File: src/rtl/dmem_pkg.sv
// Shared definitions for the data-memory/IO bus arbiter.
package dmem_pkg;

    typedef enum logic [1:0] {
        ST_IDLE   = 2'd0,
        ST_ACCESS = 2'd1,
        ST_DONE   = 2'd2
    } state_t;

    // Address bit that selects IO space instead of RAM
    localparam int IO_BIT = 7;

    localparam int DEF_ADDR_W = 32;
    localparam int DEF_DATA_W = 32;
    localparam int DEF_LAT    = 1;

endpackage

File: src/rtl/dmem_arbiter_rr_arb2.sv
// Two-requester round-robin grant: the master that did not finish last wins a tie.
module rr_arb2
    import dmem_pkg::*;
(
    input  logic i_req0,
    input  logic i_req1,
    input  logic i_last,
    output logic o_valid,
    output logic o_gnt
);

    logic w_both;

    assign w_both  = i_req0 & i_req1;
    assign o_valid = i_req0 | i_req1;
    // On a tie alternate away from the previous winner; otherwise take whoever asks
    assign o_gnt   = w_both ? ~i_last : i_req1;

endmodule

File: src/rtl/dmem_arbiter.sv
// Two-master arbiter/sequencer for the shared data-memory/IO bus.
//
// state  | meaning
// IDLE   | bus parked at 0, arbitrate pending requests
// ACCESS | latched command on the bus for LAT cycles, read data sampled in the last one
// DONE   | bus parked at 0, one-cycle ack to the granted master, update fairness pointer
module dmem_arbiter
    import dmem_pkg::*;
#(
    parameter int ADDR_W = DEF_ADDR_W,
    parameter int DATA_W = DEF_DATA_W,
    parameter int LAT    = DEF_LAT
) (
    input  logic              clock,
    input  logic              clrn,
    input  logic              m0_req,
    input  logic              m0_we,
    input  logic [ADDR_W-1:0] m0_addr,
    input  logic [DATA_W-1:0] m0_wdata,
    output logic              m0_ack,
    output logic [DATA_W-1:0] m0_rdata,
    input  logic              m1_req,
    input  logic              m1_we,
    input  logic [ADDR_W-1:0] m1_addr,
    input  logic [DATA_W-1:0] m1_wdata,
    output logic              m1_ack,
    output logic [DATA_W-1:0] m1_rdata,
    output logic [ADDR_W-1:0] mem_addr,
    output logic [DATA_W-1:0] mem_datain,
    output logic              mem_we,
    input  logic [DATA_W-1:0] mem_dataout,
    output logic              mem_io,
    output logic              busy,
    output logic              gnt
);

    localparam logic [2:0] CNT_LAST = 3'(LAT - 1);

    state_t            r_state;
    logic [2:0]        r_cnt;
    logic              r_last;
    logic              r_gnt;
    logic              r_we;
    logic              r_busy;
    logic [ADDR_W-1:0] r_mem_addr;
    logic [DATA_W-1:0] r_mem_datain;
    logic              r_mem_we;
    logic              r_mem_io;
    logic              r_m0_ack;
    logic              r_m1_ack;
    logic [DATA_W-1:0] r_m0_rdata;
    logic [DATA_W-1:0] r_m1_rdata;

    logic              w_valid;
    logic              w_gnt;
    logic              w_sel_we;
    logic [ADDR_W-1:0] w_sel_addr;
    logic [DATA_W-1:0] w_sel_wdata;

    rr_arb2 u_rr_arb2 (
        .i_req0  (m0_req),
        .i_req1  (m1_req),
        .i_last  (r_last),
        .o_valid (w_valid),
        .o_gnt   (w_gnt)
    );

    assign w_sel_we    = w_gnt ? m1_we    : m0_we;
    assign w_sel_addr  = w_gnt ? m1_addr  : m0_addr;
    assign w_sel_wdata = w_gnt ? m1_wdata : m0_wdata;

    // Sequencer: the bus registers double as the command latches, so the bus is
    // glitch-free and holds the command unchanged through ACCESS.
    always_ff @(posedge clock or negedge clrn) begin
        if (!clrn) begin
            r_state      <= ST_IDLE;
            r_cnt        <= 3'd0;
            r_last       <= 1'b1;
            r_gnt        <= 1'b0;
            r_we         <= 1'b0;
            r_busy       <= 1'b0;
            r_mem_addr   <= '0;
            r_mem_datain <= '0;
            r_mem_we     <= 1'b0;
            r_mem_io     <= 1'b0;
            r_m0_ack     <= 1'b0;
            r_m1_ack     <= 1'b0;
            r_m0_rdata   <= '0;
            r_m1_rdata   <= '0;
        end else begin
            r_m0_ack <= 1'b0;
            r_m1_ack <= 1'b0;
            case (r_state)
                ST_IDLE: begin
                    if (w_valid) begin
                        r_gnt        <= w_gnt;
                        r_we         <= w_sel_we;
                        r_cnt        <= 3'd0;
                        r_mem_addr   <= w_sel_addr;
                        r_mem_datain <= w_sel_wdata;
                        r_mem_we     <= w_sel_we;
                        r_mem_io     <= w_sel_addr[IO_BIT];
                        r_busy       <= 1'b1;
                        r_state      <= ST_ACCESS;
                    end
                end
                ST_ACCESS: begin
                    // Write strobe only in the first access cycle
                    r_mem_we <= 1'b0;
                    r_cnt    <= r_cnt + 3'd1;
                    if (r_cnt == CNT_LAST) begin
                        if (!r_we) begin
                            if (r_gnt) begin
                                r_m1_rdata <= mem_dataout;
                            end else begin
                                r_m0_rdata <= mem_dataout;
                            end
                        end
                        r_m0_ack     <= ~r_gnt;
                        r_m1_ack     <= r_gnt;
                        r_mem_addr   <= '0;
                        r_mem_datain <= '0;
                        r_mem_io     <= 1'b0;
                        r_state      <= ST_DONE;
                    end
                end
                ST_DONE: begin
                    r_last  <= r_gnt;
                    r_busy  <= 1'b0;
                    r_state <= ST_IDLE;
                end
                default: begin
                    r_busy   <= 1'b0;
                    r_mem_we <= 1'b0;
                    r_state  <= ST_IDLE;
                end
            endcase
        end
    end

    assign mem_addr   = r_mem_addr;
    assign mem_datain = r_mem_datain;
    assign mem_we     = r_mem_we;
    assign mem_io     = r_mem_io;
    assign busy       = r_busy;
    assign gnt        = r_gnt;
    assign m0_ack     = r_m0_ack;
    assign m1_ack     = r_m1_ack;
    assign m0_rdata   = r_m0_rdata;
    assign m1_rdata   = r_m1_rdata;

endmodule
File: config.mk
export PLATFORM = sky130hd
export DESIGN_NAME = dmem_arbiter
export DESIGN_NICKNAME = d
export VERILOG_FILES = /design/src/rtl/dmem_pkg.sv /design/src/rtl/dmem_arbiter_rr_arb2.sv /design/src/rtl/dmem_arbiter.sv
export SDC_FILE = /design/constraint.sdc
export NUM_CORES = 1
export LEC_CHECK = 0
export ABC_AREA = 1
export CAP_MARGIN = 20
export CORE_UTILIZATION = 40
export CTS_BUF_LIST = sky130_fd_sc_hd__clkbuf_4 sky130_fd_sc_hd__clkbuf_8
export CTS_CLUSTER_SIZE = 12
export DETAILED_ROUTE_END_ITERATION = 10
export PLACE_DENSITY = 0.84
export REMOVE_ABC_BUFFERS = 1
export SETUP_SLACK_MARGIN = 0.3
export SYNTH_ARGS = -nofsm -noshare
export SYNTH_HDL_FRONTEND = slang
export SYNTH_SLANG_ARGS = --single-unit
File: constraint.sdc
create_clock -name clock -period 1.25 [get_ports clock]
set_input_delay 0.125 -clock clock [delete_from_list [all_inputs] [get_ports clock]]
set_output_delay 0.125 -clock clock [all_outputs]
set_load 0.05 [all_outputs]
==> metrics.md <==
| Metric | Value |
|---|---|
| Clk root buf | `clkbuf_8` |
| Die ar. | `approximately 18,000 µm²` |
| F_max | `699 MHz` |
| Outcome | `complete, but fails checks` |
| Vias | `7,865` |
| CTS tree | `built` |
| Dominant synthesized flop cell | `dfrtp_1` |
| Port bufs | `299` |
| Die Ht | `133 µm` |
| Final wirelength | `roughly 27,000 µm` |
| Power Dens Cells | `3020 nW/µm²` |
| Warnings from Yosys | `0` |
| Critical Path Start Type | `flip-flop` |
| Detail Route Antenna Nets | `0` |
| Gpl congestion | `0.853` |
| Post-Synthesis Cells | `901` |
| Slew Limit Headroom | `about 80%` |
| Asr flop ratio synth | `100%` |
| Yosys top cell by area | `dfrtp_1` |
| CP arrival | `around 1.8 ns` |
| Fin crit period | `1.43 ns` |
| Worst setup EP type | `flip-flop` |
| Initial core utilization | `41.3%` |
| Unrepaired setup endpoints after global routing | `true` |
| Post-synthesis compound-gate area fraction | `0.290%` |
| Max-slew violations | `0` |
| Hold Crit Class | `primary input to async pin` |
| Post-Synth Simple-Gate Area | `35.7%` |
| Crit path largest cell delay | `0.40 ns` |
| Most frequent cell on the critical path | `inv_2` |
| Worst-path cell chain | `inv_2 > ha_4 > inv_2 > nor2_4 > nand2_4 > clkbuf_16 > nand3_1 > nand2_1` |
| CP max-delay cell | `dfrtp_1` |
| Total gr overflow | `0` |
| Largest family of logic cells by synthesized area | `simple AND/OR/NAND/NOR gates` |
| Row cnt | `47` |
| Initial antenna violation count | `1` |
| Post-synth EDFFs | `0` |
| Worst setup margin | `-0.180 ns` |
| Setup violations, final | `133` |
| Top-count cell post-synth | `nand2_1` |
| Remaining DRCs | `0` |
| Synth area leaders | `dfrtp_1 50%, nand3_1 19%, nand2_1 15%, inv_1 7.3%, buf_2 2.5%` |
| CTS Sinks | `140` |
| First DRT Iteration DRCs | `504` |
| Synth unique cells | `18` |
| # placed instances | `1,394` |
| TritonRoute pass-1 iters | `5` |
| First-pass GRT wire length | `37,900 µm` |
| Setup tns final | `-13.01 ns` |
| GRT Total Usage | `between 20% and 30%` |
| Core Box Area | `16,700 µm²` |
| Clk pin slew, worst setup/hold paths | `0.09 ns` |
| I/O pins | `300` |
| Largest net degree at the start of global routing | `66` |
| Multiplexer area fraction after synthesis | `0%` |
| Crit Path Class | `flip-flop to flip-flop` |
| Fill count | `990` |
| Final Hold Viols | `0` |
| Vias in the first global route | `7,574` |
| Peak VDD IR | `1800 µV` |
| CTS Buffer Depth | `2` |
| Failing checks | `negative setup slack` |
| Mean Syn Cell Area | `7.65 µm²` |
| Max-cap viol count | `0` |
| Crit-path max FO | `11` |
| TritonCTS buffer count | `17` |
| Wire length per cell | `18.5 µm` |
| Cell leakage power | `between 6 and 7 nW` |
| Synth Cell Area | `a little under 7000 µm²` |
| CP required | `1.58 ns` |
| HPWL after DPL | `between 15,000 and 20,000 µm` |
| Min Hold Slack | `0.110 ns` |
| H-Tree Depth | `4` |
| Clk_skew | `0.0149 ns` |
| Ratio of cells with drive above 1 in the final layout | `25.6%` |
| Via density | `~5.3` |
| Die X | `between 100 and 150 µm` |
| Seq cells post-synth | `140` |
| Sequential share of the synthesized area | `50.8%` |
| Layout area overhead | `87.6%` |
| Adder-cell share of the synthesized area | `0.363%` |
| XOR/XNOR Fraction of Synth Area | `0%` |
| FF-to-FF path depth | `8` |
| Synth cell count leaders | `277 x nand2_1, 264 x nand3_1, 139 x dfrtp_1` |
| Worst skew pair latency | `0.45 ns` |
| Synth top area share | `50.4%` |
| Total power | `between 30 and 40 mW` |
| Final std cells w/o fill | `1,475` |
| Total Nets Final | `between 1,000 and 1,500` |
| Fin crit share | `114%` |
| Worst Tran Pin Value | `0.303 ns` |
[state kept, by name (all words and copies together), names as in the netlist]
| name | flops |
|---|---|
| m0_ack | 1 |
| gnt | 1 |
| r_cnt | 3 |
| m1_rdata | 32 |
| mem_addr | 32 |
| m1_ack | 1 |
| mem_we | 1 |
| mem_datain | 32 |
| r_state | 2 |
| m0_rdata | 32 |
| r_last | 1 |
| busy | 1 |
| r_we | 1 |
[timing repair]
action                                  4_1_cts  5_1_grt
setup buffers                                31        2
endpoints found under the setup margin      273      273
endpoints found under the hold margin       139        0
pin swaps                                     1       17
resized for setup                            26       51
hold buffers                                  1        0
cloned                                        3       11
[kinds of logic (layout without fill, tap and decap cells)]
| kind of cell | count (synthesis) | in the layout |
|---|---|---|
| AOI/OAI and AO/OA | 4 | 4 |
| adders and majority gates | 2 | 2 |
| other | 0 | 1 |
| DFF | 140 | 140 |
| and+or+nand+nor | 555 | 555 |
| buffers and inverters | 200 | 553 |
[critical path: cells and delay by family (launching register included)]
family                     cells  cell delay (ns)
buffers and inverters          3             0.33
adders and majority gates      1             0.13
and+or+nand+nor                4             0.45
DFF                            1             0.40
[report_power, final]
part	total (mW)	internal, mW	leakage, nW	switching, mW
Combinational	26.2	12.1	4.73	14.1
Sequential	9.34	6.75	1.72	2.59
Clock	3.52	1.50	0.175	2.02
Total	39.1	20.4	6.63	18.7
[per-stage QoR]
step                      utilization, %  setup WS, ns  instance area (µm²)
final                               77.4        -0.180                12900
after global routing                77.4        -0.236                12900
after CTS                           74.4        -0.139                12400
after detailed placement            69.7        -0.237                11600
after global placement              69.7        -0.178                11600
after floorplan                        -         -1.89                 6530
[final cells by class]
class	count	area [µm²]	share of cell area, %
Timing Repair Buffer	382	5470	42.3
Sequential cell	140	3510	27.1
Multi-Input combinational cell	561	2780	21.5
Inverter	139	524	4.05
Tap cell	220	275	2.13
Clock buffer	18	248	1.92
Clock inverter	14	124	0.958
Antenna cell	1	2.50	0.0193
[cells in the final DEF, fill, tap and decap left out, drive strengths merged]
cell type / n
or2: 1
dfstp: 1
clkinv: 1
dlygate4sd3: 1
clkdlybuf4s50: 163
nor2: 11
nand3: 264
diode: 1
clkinvlp: 5
nand2: 279
o21ai: 4
buf: 209
ha: 2
dfrtp: 139
inv: 147
clkbuf: 27
[per-layer routing]
layer / vias to the layer above / wire length, µm / track usage, %
met5: - / 0 / 0
met4: 0 / 1340 / 14.1
met3: 115 / 2670 / 6.70
met2: 544 / 13700 / 47.7
met1: 3714 / 9580 / 31.4
li1: 3492 / - / -
[final timing paths]
path                              startpoint            end  slack [ns]
worst max-delay path                r_cnt[0]   mem_addr[18]       -0.18
worst min-delay path                    clrn    m0_rdata[0]        0.11
worst max register to register      r_cnt[0]   mem_addr[18]       -0.18
worst min register to register  m0_rdata[16]   m0_rdata[16]        0.54
max in group asynchronous               clrn         r_last        0.54
min in group clock                    m1_req  mem_datain[3]        0.26
(Power assumes the default switching activity.)
